<file path="src/rtl/pwm_fade_array.sv">
`default_nettype none
// +----------------------------------------------------------------------------+
// | pwm_fade_array: CHANNELS PWM outputs on one shared period counter, each    |
// | with its own runtime-configured fade engine. PWM_PHASE_EN staggers phases. |
// | Revision: 1.0                                                              |
// +----------------------------------------------------------------------------+
module pwm_fade_array #(
  parameter int unsigned CHANNELS = 8,
  parameter int unsigned WIDTH    = 16,
  parameter int unsigned TICK_DIV = 256
) (
  input  logic                                       clk,
  input  logic                                       rst,
  input  logic [WIDTH-1:0]                           period,
  input  logic                                       enable,
  input  logic                                       cfg_we,
  input  logic [(CHANNELS > 1 ? $clog2(CHANNELS) : 1)-1:0] cfg_ch,
  input  logic [1:0]                                 cfg_mode,
  input  logic [WIDTH-1:0]                           cfg_min,
  input  logic [WIDTH-1:0]                           cfg_max,
  output logic [CHANNELS-1:0]                        pwm_out,
  output logic [CHANNELS*WIDTH-1:0]                  duty_mon,
  output logic                                       wrap
);

  localparam int unsigned     c_tdiv_w    = (TICK_DIV > 1) ? $clog2(TICK_DIV) : 1;
  localparam logic [c_tdiv_w-1:0] c_tdiv_last = c_tdiv_w'(TICK_DIV - 1);
  localparam logic [1:0]      c_mode_hold = 2'd0;
  localparam logic [1:0]      c_mode_tri  = 2'd1;
  localparam logic [1:0]      c_mode_saw  = 2'd2;
  localparam logic [1:0]      c_mode_off  = 2'd3;

  logic [WIDTH-1:0]    cnt_q, cnt_d;
  logic                wrap_q, wrap_d;
  logic [c_tdiv_w-1:0] tdiv_q, tdiv_d;
  logic                w_run, w_at_end, w_tick;

  assign w_run    = (period != '0);
  assign w_at_end = w_run && (cnt_q >= period - WIDTH'(1));
  assign w_tick   = enable && (tdiv_q == c_tdiv_last);

  always_comb begin : p_counters
    cnt_d  = cnt_q;
    wrap_d = 1'b0;
    tdiv_d = tdiv_q;
    if (!w_run) begin
      cnt_d = '0;
    end else if (w_at_end) begin
      cnt_d  = '0;
      wrap_d = 1'b1;
    end else begin
      cnt_d = cnt_q + WIDTH'(1);
    end
    if (enable) begin
      tdiv_d = w_tick ? '0 : tdiv_q + c_tdiv_w'(1);
    end
  end

  always_ff @(posedge clk) begin : p_counters_ff
    if (rst) begin
      cnt_q  <= '0;
      wrap_q <= 1'b0;
      tdiv_q <= '0;
    end else begin
      cnt_q  <= cnt_d;
      wrap_q <= wrap_d;
      tdiv_q <= tdiv_d;
    end
  end

  assign wrap = wrap_q;

  generate
    for (genvar i = 0; i < CHANNELS; i++) begin : g_ch
      logic [WIDTH-1:0] duty_q, duty_d, active_q, active_d;
      logic [WIDTH-1:0] min_q, min_d, max_q, max_d;
      logic [1:0]       mode_q, mode_d;
      logic             dir_q, dir_d;   // 1 = fading down
      logic             pwm_q, pwm_d;
      logic             w_sel;
      logic [WIDTH-1:0] w_emax, w_pcnt;

`ifdef PWM_PHASE_EN
      localparam int unsigned c_log2_ch = $clog2(CHANNELS);
      logic [WIDTH:0] w_off, w_sum;
      assign w_off  = (WIDTH+1)'((period >> c_log2_ch) * WIDTH'(i));
      assign w_sum  = {1'b0, cnt_q} + w_off;
      assign w_pcnt = (w_sum >= {1'b0, period}) ? WIDTH'(w_sum - {1'b0, period})
                                                : WIDTH'(w_sum);
`else
      assign w_pcnt = cnt_q;
`endif

      assign w_sel  = cfg_we && (32'(cfg_ch) == i);
      assign w_emax = (max_q > min_q) ? max_q : min_q;

      always_comb begin : p_fade
        duty_d   = duty_q;
        dir_d    = dir_q;
        mode_d   = mode_q;
        min_d    = min_q;
        max_d    = max_q;
        active_d = w_at_end ? duty_q : active_q;
        pwm_d    = w_run && (w_pcnt < active_q);
        // A write to this channel takes priority over a coincident fade step
        if (w_sel) begin
          mode_d = cfg_mode;
          min_d  = cfg_min;
          max_d  = cfg_max;
          dir_d  = 1'b0;
          duty_d = (cfg_mode == c_mode_off) ? '0 : cfg_min;
        end else if (w_tick) begin
          case (mode_q)
            c_mode_hold: duty_d = min_q;
            c_mode_tri: begin
              if (!dir_q) begin
                if (({1'b0, duty_q} + (WIDTH+1)'(1)) >= {1'b0, w_emax}) begin
                  duty_d = w_emax;
                  dir_d  = 1'b1;
                end else begin
                  duty_d = duty_q + WIDTH'(1);
                end
              end else begin
                if ({1'b0, duty_q} <= ({1'b0, min_q} + (WIDTH+1)'(1))) begin
                  duty_d = min_q;
                  dir_d  = 1'b0;
                end else begin
                  duty_d = duty_q - WIDTH'(1);
                end
              end
            end
            c_mode_saw: duty_d = (duty_q >= w_emax) ? min_q : duty_q + WIDTH'(1);
            default:    duty_d = '0;
          endcase
        end
      end

      always_ff @(posedge clk) begin : p_fade_ff
        if (rst) begin
          duty_q   <= '0;
          active_q <= '0;
          min_q    <= '0;
          max_q    <= '0;
          mode_q   <= c_mode_hold;
          dir_q    <= 1'b0;
          pwm_q    <= 1'b0;
        end else begin
          duty_q   <= duty_d;
          active_q <= active_d;
          min_q    <= min_d;
          max_q    <= max_d;
          mode_q   <= mode_d;
          dir_q    <= dir_d;
          pwm_q    <= pwm_d;
        end
      end

      assign pwm_out[i]                 = pwm_q;
      assign duty_mon[i*WIDTH +: WIDTH] = active_q;
    end
  endgenerate

endmodule
`default_nettype wire

</file>
<file path="config.mk">
export PLATFORM = sky130hd
export DESIGN_NAME = pwm_fade_array
export DESIGN_NICKNAME = d
export VERILOG_FILES = /design/src/rtl/pwm_fade_array.sv
export SDC_FILE = /design/constraint.sdc
export NUM_CORES = 2
export LEC_CHECK = 0
export CAP_MARGIN = 5
export CORE_UTILIZATION = 50
export DETAILED_ROUTE_END_ITERATION = 16
export PLACE_DENSITY = 0.77
export SLEW_MARGIN = 5
export SYNTH_ARGS = -nofsm -noshare
export SYNTH_HDL_FRONTEND = slang
export SYNTH_SLANG_ARGS = --single-unit
</file>
<file path="constraint.sdc">
create_clock -name clk -period 6.3 [get_ports clk]
set_input_delay 1.575 -clock clk [delete_from_list [all_inputs] [get_ports clk]]
set_output_delay 1.575 -clock clk [all_outputs]
set_load 0.02 [all_outputs]
</file>
==> flow_summary_export.csv <==
group,metric,value,unit
timing,setup_violations,0,
timing,rsz0062_at_grt,"no",
timing,fin_tns_setup,0,ns
synth,synthDistinctLibCells,99,
floorplanning,start_util,0.5073,
route,first_iter_violations,7118,
final_layout,layout-drive-gt1-share,0.05689,
cts,cts.clk_slew.worst_paths,0.06,ns
synth,yosysMostFrequentCell,"nand2_1",
timing,holdWs,0.4564,ns
timing,fin_skew,0.03525,ns
grt,antenna_found_initial,16,
cts,post_cts_resized,0,
timing,drv_slew,0,
floorplanning,fp.dieW,324.4,um
cts,clock_sink_count,569,
cts,post_cts_buffers,0,
place,place_congestion,1.071,
synth,synth_commonest_cells,"1,022 x nand2_1, 659 x ha_1, 643 x a21oi_1",
job,drv_cap,0,
grt,grt_pass1_wl,319100,um
final_layout,fin_nets,7568,
worst_setup_path,crit_type,"reg -> reg",
timing,max_slew.worst_pin.slew,1.239,ns
floorplanning,io_pins,194,
synth,synth_enable_flop_cells,0,
worst_setup_path,critPathCaptureType,"register",
synth,synth_fp_nets,7604,
worst_setup_path,arrival,6.46,ns
final_layout,fin_area,57720,um^2
grt,met2_usage,0.5810,
grt,grt_max_degree,174,
floorplanning,dieHeight,324.4,um
worst_setup_path,cp_max_fo,17,
pwr,p_per_area,190.1,nW/um^2
worst_setup_path,critical_path.cell_chain,"inv_1, ha_1, and4_1, nand2b_1, a211o_1, o211a_1, or2_1, o21ai_0, ha_1, nand2b_1, a21o_1, nor2_1, nor4b_1, o21ai_1, o21ai_0, a31oi_1, o211a_1, a221oi_1",
synth,seq_area_frac_synth,0.2191,
cts,cts_tree,"done",
final_layout,syn_to_final_growth,11.04,%
place,place.detailed.hpwl,157900,um
timing,fin_crit_sh,0.9362,
grt,grt_usage,0.3943,
synth,synth_top_area_frac,0.2191,
worst_setup_path,startpoint_type,"register",
timing,hold_viol,0,
pwr,vdd_ir_drop_max,0.1787,mV
place,placed_area,55110,um^2
outcome,status,"finished clean",
synth,synth_cells,6888,
floorplanning,die-area,105300,um^2
timing,min_period,5.898,ns
route,vias_per_cell,6.533,
worst_setup_path,worst_ep_required_time,6.86,ns
synth,synth_flop_cell,"dfxtp_1",
floorplanning,coreArea,102500,um^2
grt,grt_remaining_overflow,0,
synth,synthTopCellsByArea,"dfxtp_1 22%, ha_1 16%, nand2_1 7.4%",
grt,use_met3,0.1016,
timing,slew_headroom,0.1710,
cts,cts_made_buffers,70,
cts,clock-root-buffer,"clkbuf_16",
cts,clk_latency,0.66,ns
place,port_buffers,193,
synth,avgSynthCellArea,7.547,um^2
cts,htreeDepth,3,
hold_path,hold_class,"reg -> reg",
route,route.detailed.drc,0,
synth,syn_area,51990,um^2
route,detail-route-antenna-nets,0,
route,drt_wl_total,216200,um
synth,ys_ff_latch,569,
pwr,p_leak,23.00,nW
synth,yosys_warnings,0,
synth,ys_async_sr_fraction,0,
route,dr_total_vias,54110,
route,post_drt_wl_per_cell,26.11,um
grt,grt_pass1_vias,50050,
grt,grt_use_met1,0.5191,
worst_setup_path,cpMaxStageDelayCell,"or2_1",
grt,grt_busiest_layer,"met2",
floorplanning,rows,117,
route,first_pass_iters,8,
timing,fmax,169.6,MHz
cts,ctsHoldBuffers,0,
synth,synth_top_area_cell,"dfxtp_1",
cts,cts_buffer_depth,3,
worst_setup_path,slowest_delay,0.91,ns
[critical path, delay by kind of cell (launching register included)]
family                   cells  cell delay [ns]
flip-flops                   1             0.45
adder cells (fa/ha/maj)      2             0.76
AO/OA/AOI/OAI                9             2.69
buffers and inverters        1             0.14
AND/OR/NAND/NOR              6             1.76
[routing by layer]
metal	part of all wire	vias to the layer above
met1	0.40	25500
li1	-	24630
met4	0.061	14
met5	0.00047	-
met3	0.13	663
met2	0.42	3298
[where the power goes]
part           switching (mW)  internal [mW]  leakage (nW)
combinational            1.67          0.890          17.1
clock                    1.82           2.85          1.26
sequential             0.0910           3.65          4.60
[kinds of logic (layout without fill, tap and decap cells)]
logic type               count (synthesis)  count (layout)  share of synthesized area
AND/OR/NAND/NOR                       2327            2327                     0.2088
flip-flops                             569             569                     0.2191
adder cells (fa/ha/maj)                660             660                     0.1589
XOR/XNOR                               361             361                    0.06082
multiplexers                           352             352                    0.06830
other                                    0               6                          0
AO/OA/AOI/OAI                         1728            1728                     0.2141
buffers and inverters                  891             911                    0.06997
[state kept, by name, summed over array words and instances (netlist names)]
| name | cells |
|---|---|
| g_ch.active_q | 128 |
| g_ch.max_q | 128 |
| g_ch.duty_q | 128 |
| g_ch.dir_q | 8 |
| g_ch.pwm_q | 8 |
| g_ch.mode_q | 16 |
| g_ch.min_q | 128 |
| cnt_q | 16 |
| tdiv_q | 8 |
| wrap | 1 |
[placed cells by master, fill, tap and decap left out, types with 28 or more instances in the layout]
master              n
o211ai_1          100
inv_1             400
and4_1             31
clkbuf_16          74
xnor2_1           256
clkdlybuf4s50_1   192
a31oi_1            84
nor3_1            127
nand4_1           161
nand2b_1           73
nor2_1            347
dfxtp_1           569
and3_1             65
o41ai_1            28
o21a_1             37
a21o_1            167
ha_1              659
a211oi_1           64
a21oi_1           643
nand2_1          1019
nor4_1             61
o221ai_1           37
o31ai_1            28
o21ai_0           251
o311ai_0           33
nand3_1           233
mux2i_1           332
xor2_1            105
buf_4             183
nor2b_1            76
[through the flow]
stage	instances	util	power, mW	worst slack [ns]
floorplan	6888	-	5.475	1.147
global placement	8148	0.5378	6.250	0.3905
detailed placement	8148	0.5378	6.274	0.3588
CTS	8276	0.5632	10.90	0.5352
global route	8276	0.5632	11.26	0.1678
finish	8282	0.5633	10.97	0.4022
[final timing paths]
kind	cells after the start	slack, ns	startpoint	to
max reg2reg	18	0.40	g_ch[4].min_q[10]	g_ch[4].duty_q[13]
min reg2reg	2	0.46	g_ch[1].max_q[0]	g_ch[1].max_q[0]
min	2	0.46	g_ch[1].max_q[0]	g_ch[1].max_q[0]
max	18	0.40	g_ch[4].min_q[10]	g_ch[4].duty_q[13]
[final cells by class]
class                           count  area, um^2
Timing Repair Buffer              380        3391
Sequential cell                   569       11390
Clock buffer                       95        2031
Antenna cell                        6       15.01
Clock inverter                     33       566.8
Tap cell                         1368        1712
Inverter                          403        1520
Fill cell                        9637       44750
Multi-Input combinational cell   5428       37100
(Power assumes the default switching activity.)
